--- config.mk ---
export PLATFORM = sky130hd
export DESIGN_NAME = alu_pipe
export DESIGN_NICKNAME = d
export VERILOG_FILES = /design/src/rtl/alu_pipe.sv
export SDC_FILE = /design/constraint.sdc
export NUM_CORES = 2
export LEC_CHECK = 0
export ABC_CLOCK_PERIOD_IN_PS = 6500
export BUFFER_PORTS_ARGS = -buffer_cell sky130_fd_sc_hd__buf_2
export CORE_ASPECT_RATIO = 0.5
export CORE_MARGIN = 2
export CORE_UTILIZATION = 25
export CTS_CLUSTER_SIZE = 24
export DETAILED_ROUTE_END_ITERATION = 6
export GPL_TIMING_DRIVEN = 0
export PLACE_DENSITY = 0.39
export SYNTH_ARGS = -nofsm -noshare
export SYNTH_HDL_FRONTEND = slang
export SYNTH_SLANG_ARGS = --single-unit
export TNS_END_PERCENT = 1
--- constraint.sdc ---
create_clock -name CLOCK -period 6.5 [get_ports CLOCK]
set_input_delay 0.65 -clock CLOCK [delete_from_list [all_inputs] [get_ports CLOCK]]
set_output_delay 0.65 -clock CLOCK [all_outputs]
set_load 0.01 [all_outputs]
--- src/rtl/alu_pipe.sv ---
// Two-stage pipelined integer ALU with valid/ready handshakes, NZCV flag generation
// and an architectural flag register; stage 1 latches operands, stage 2 drives outputs.
module alu_pipe #(
    parameter int unsigned WIDTH = 64,
    parameter int unsigned TAG_W = 5
) (
    input  logic             CLOCK,
    input  logic             RESET_N,
    input  logic             FLUSH,
    input  logic             IN_VALID,
    output logic             IN_READY,
    input  logic [WIDTH-1:0] A,
    input  logic [WIDTH-1:0] B,
    input  logic [3:0]       CONTROL,
    input  logic             SETFLAGS,
    input  logic [TAG_W-1:0] IN_TAG,
    output logic             OUT_VALID,
    input  logic             OUT_READY,
    output logic [WIDTH-1:0] RESULT,
    output logic             ZEROFLAG,
    output logic             NEG,
    output logic             CARRY,
    output logic             OVF,
    output logic             ILLEGAL,
    output logic [TAG_W-1:0] OUT_TAG,
    output logic [3:0]       FLAGS
);

    localparam int unsigned SHW = $clog2(WIDTH);

    typedef enum logic [3:0] {
        OP_AND   = 4'b0000,
        OP_OR    = 4'b0001,
        OP_ADD   = 4'b0010,
        OP_XOR   = 4'b0011,
        OP_SUB   = 4'b0110,
        OP_PASSB = 4'b0111,
        OP_LSL   = 4'b1000,
        OP_LSR   = 4'b1001,
        OP_ASR   = 4'b1010,
        OP_NOR   = 4'b1100
    } alu_op_e;

    logic             s1_valid;
    logic [WIDTH-1:0] s1_a;
    logic [WIDTH-1:0] s1_b;
    logic [3:0]       s1_ctrl;
    logic             s1_setf;
    logic [TAG_W-1:0] s1_tag;

    logic             s1_adv;
    logic             s2_adv;

    logic [WIDTH:0]   sum;
    logic [WIDTH:0]   diff;
    logic [SHW-1:0]   shamt;
    logic [WIDTH-1:0] alu_res;
    logic             alu_c;
    logic             alu_v;
    logic             alu_ill;
    logic             alu_n;
    logic             alu_z;

    assign s2_adv   = !OUT_VALID || OUT_READY;
    assign s1_adv   = !s1_valid || s2_adv;
    assign IN_READY = FLUSH || s1_adv;

    always_ff @(posedge CLOCK or negedge RESET_N) begin
        if (!RESET_N) begin
            s1_valid <= 1'b0;
            s1_a     <= '0;
            s1_b     <= '0;
            s1_ctrl  <= '0;
            s1_setf  <= 1'b0;
            s1_tag   <= '0;
        end else if (FLUSH) begin
            s1_valid <= 1'b0;
        end else if (s1_adv) begin
            s1_valid <= IN_VALID;
            if (IN_VALID) begin
                s1_a    <= A;
                s1_b    <= B;
                s1_ctrl <= CONTROL;
                s1_setf <= SETFLAGS;
                s1_tag  <= IN_TAG;
            end
        end
    end

    always_comb begin
        sum     = {1'b0, s1_a} + {1'b0, s1_b};
        diff    = {1'b0, s1_a} + {1'b0, ~s1_b} + {{WIDTH{1'b0}}, 1'b1};
        shamt   = s1_b[SHW-1:0];
        alu_res = '0;
        alu_c   = 1'b0;
        alu_v   = 1'b0;
        alu_ill = 1'b0;
        case (alu_op_e'(s1_ctrl))
            OP_AND:   alu_res = s1_a & s1_b;
            OP_OR:    alu_res = s1_a | s1_b;
            OP_XOR:   alu_res = s1_a ^ s1_b;
            OP_NOR:   alu_res = ~(s1_a | s1_b);
            OP_PASSB: alu_res = s1_b;
            OP_ADD: begin
                alu_res = sum[WIDTH-1:0];
                alu_c   = sum[WIDTH];
                alu_v   = (s1_a[WIDTH-1] == s1_b[WIDTH-1]) && (sum[WIDTH-1] != s1_a[WIDTH-1]);
            end
            // carry-out of A + ~B + 1 is the inverted borrow
            OP_SUB: begin
                alu_res = diff[WIDTH-1:0];
                alu_c   = diff[WIDTH];
                alu_v   = (s1_a[WIDTH-1] != s1_b[WIDTH-1]) && (diff[WIDTH-1] != s1_a[WIDTH-1]);
            end
            OP_LSL:   alu_res = s1_a << shamt;
            OP_LSR:   alu_res = s1_a >> shamt;
            OP_ASR:   alu_res = WIDTH'($signed(s1_a) >>> shamt);
            default:  alu_ill = 1'b1;
        endcase
        alu_n = alu_res[WIDTH-1];
        alu_z = (alu_res == '0);
    end

    always_ff @(posedge CLOCK or negedge RESET_N) begin
        if (!RESET_N) begin
            OUT_VALID <= 1'b0;
            RESULT    <= '0;
            ZEROFLAG  <= 1'b0;
            NEG       <= 1'b0;
            CARRY     <= 1'b0;
            OVF       <= 1'b0;
            ILLEGAL   <= 1'b0;
            OUT_TAG   <= '0;
            FLAGS     <= '0;
        end else if (FLUSH) begin
            OUT_VALID <= 1'b0;
        end else if (s2_adv) begin
            OUT_VALID <= s1_valid;
            if (s1_valid) begin
                RESULT   <= alu_res;
                ZEROFLAG <= alu_z;
                NEG      <= alu_n;
                CARRY    <= alu_c;
                OVF      <= alu_v;
                ILLEGAL  <= alu_ill;
                OUT_TAG  <= s1_tag;
                if (s1_setf && !alu_ill) begin
                    FLAGS <= {alu_n, alu_z, alu_c, alu_v};
                end
            end
        end
    end

endmodule

==> metrics.txt <==
Final period util=107%; leakage=16.3 nW; first-pass GRT wire length=461 mm; post-DR vias/cell=7.26; area leader, netlist=dfrtp_1; power density over the cells=400 nW/um^2; routability cong.=1.14; Gate Count Post-Synth=4,340; number of buffers added on ports=222; Critical Path Start Type=flop; WL/cell=56.4 um; share of the core filled with cells=29.7%; CTS tree=done; Synth area leaders=dfrtp_1 16%, mux4_2 8.8%, ha_1 7.4%, mux2_2 6.4%, mux2i_1 5.5%; setup_tns=-899 ps; area grow syn2layout=17.8%; share of cells above drive strength 1=23.3%; Clock Skew=20.0 ps; syn nets=4,689; Post-Layout Cell Count=6,562; PnR Total Power=16.4 mW; slack of the critical path=-453 ps; Async SR Flop Fraction=100%; arrival time at the worst endpoint=7570 ps; Post-synth EDFFs=0; fin. max-slew vios=48; DPL Wire Length=303 mm; Worst-Margin Slew=1780 ps; H-Tree Depth=1; Main synth FF type=dfrtp_1; Synth top cells by count=382 x nand2_1, 316 x nor2_1, 309 x a21oi_1; # clock sinks=217; Clock transition at path regs=80 ps; crit path max fanout=10; DIE AREA=142,000 um^2; # DRC=9; via count=47,700; worst-skew pair later-pin latency=710 ps; Setup-failing EPs final=2; Worst Setup End Kind=flop; count of unique library cells instantiated by Yosys=107; outcome=complete, but fails checks; initial antenna violation count=66; Post-Route WL=370 mm; row cnt=96; failing checks=design-rule violations, max-capacitance violations, max-slew violations, negative setup slack; First-pass DRT Iterations=7; Filler Cell Count=14,900; Final nets=4,990; CP required=7120 ps; Hold WC Path Type=input pin to flop; placed cell count=6,453; Crit Path Class=flop to flop; Initial Util=25.3%; largest net degree at the start of global routing=102; I/O pin cnt=223; vias in the first global route=41,900; Seq/Total Area, Yosys=15.6%; antenna viol nets, final=0; Die X=531 um; flops & latches, synth=217; count leader, synth=nand2_1; Hold Fails Final Rpt=0; achievable clock frequency=0.144 GHz; CTS max path bufs=3; Post-Syn Area=34,700 um^2; top-area cell type share of the netlist area=15.6%; hold_ws=167 ps; syn_area_per_cell=8.00 um^2; Syn. warnings=0; initial DRC count=9,277; root buffer cell=clkbuf_16; Max VDD drop=0.000243 V; Num CTS Buffers=27; Total GRT Usage=50.3%; Max-Cap Viols=7; Core Area=137,000 um^2; min Tclk post-route=6950 ps; GRT overflow=0; slew margin rel.=-18.4%; die height=267 um
## layout make-up
cell class	count	area [um^2]	area share, %
Multi-Input combinational cell	3494	27400	66.9
Sequential cell	217	5460	13.4
Tap cell	1862	2330	5.70
Buffer	405	2230	5.46
Timing Repair Buffer	279	1640	4.02
Inverter	217	826	2.02
Clock buffer	31	701	1.71
Clock inverter	18	223	0.545
Antenna cell	39	97.6	0.239
## critical path, cell delays in order (launching register included)
cell,delay (ps)
dfrtp_2,530
buf_2,550
buf_1,710
nor2_1,640
a22oi_1,680
a211oi_2,420
nor3_4,720
o22ai_1,150
or3_1,600
a2111o_1,510
a2111oi_2,280
nand4_1,280
nor4b_2,330
nand4_1,230
o22ai_1,190
## state kept, by name, summed over array words and instances, names as in the netlist
signal	cells
s1_b	64
OUT_VALID	1
OVF	1
ILLEGAL	1
RESULT	64
OUT_TAG	5
s1_ctrl	4
FLAGS	4
s1_setf	1
ZEROFLAG	1
CARRY	1
s1_tag	5
s1_valid	1
s1_a	64
## cell usage in the layout (no fill, tap or decap), types with 24 or more instances in the layout
master / n
diode_2: 39
nand2_1: 382
a21o_1: 36
o221ai_1: 51
buf_2: 291
nor4_1: 53
buf_4: 65
a211oi_1: 39
a221oi_1: 34
mux2_2: 198
a21oi_1: 301
nor2b_1: 39
inv_1: 213
nand2b_1: 31
dfrtp_2: 24
nand3_1: 100
clkbuf_16: 27
and3_1: 28
nand4_1: 79
o21ai_0: 234
nor3_1: 108
dfrtp_1: 193
mux4_2: 135
o31ai_1: 52
mux2i_1: 187
o21a_1: 26
buf_6: 39
a31oi_1: 41
nor2_1: 313
clkbuf_1: 177
a22o_1: 42
o22ai_1: 65
or3_1: 27
a22oi_1: 66
o211ai_1: 70
ha_1: 202
clkbuf_2: 59
## worst paths after layout
path                                       start                     end  slack [ps]  cells after the start
setup / recovery             s1_b[0]$_DFFE_PN0P_    ZEROFLAG$_DFFE_PN0P_        -450                     14
hold / removal                             B[34]    s1_b[34]$_DFFE_PN0P_         170                      2
setup reg to reg             s1_b[0]$_DFFE_PN0P_    ZEROFLAG$_DFFE_PN0P_        -450                     14
hold reg to reg            s1_tag[1]$_DFFE_PN0P_  OUT_TAG[1]$_DFFE_PN0P_         470                      2
max in group asynchronous                RESET_N  OUT_TAG[3]$_DFFE_PN0P_        5090                      3
min in group asynchronous                RESET_N    s1_a[12]$_DFFE_PN0P_         410                      2
## metrics by stage
step                      worst slack, ps  instance area (um^2)
after detailed placement            -3550                 38600
after CTS                           0.302                 40400
after global placement              -4280                 38100
after global routing                -23.1                 40800
after floorplan                      1140                 34700
final                                -453                 40900
## routing by layer
layer	GRT usage, %	routed length (um)	share of wire (%)
met1	66.5	156000	42
met2	59.8	125000	34
met3	36.7	69500	19
met4	18.4	18100	4.9
met5	1.88	1050	0.28
## timing repair
item	in CTS	in global routing
hold endpoints to repair	29	0
buffers inserted	17	6
hold buffers	1	0
setup endpoints to repair	69	3
pin swaps	16	13
gates resized for setup	203	117
## power by group
part | switching [mW] | total, mW | internal [mW]
sequential | 0.701 | 2.34 | 1.64
clock | 0.801 | 1.73 | 0.934
combinational | 9.17 | 12.3 | 3.12
## cell families (layout without fill, tap and decap cells)
group                      after synthesis  count (layout)  share of synthesized area (%)
adders and majority gates              206             206                           7.47
other                                    0              39                              0
muxes                                  550             550                           22.0
AOI/OAI and AO/OA                     1384            1384                           27.3
and+or+nand+nor                       1329            1329                           18.8
xor gates and xnor gates                25              25                          0.631
DFF                                    217             217                           15.6
buffers and inverters                  629             950                           8.24
Note: power is estimated with default switching activity, not from simulation.
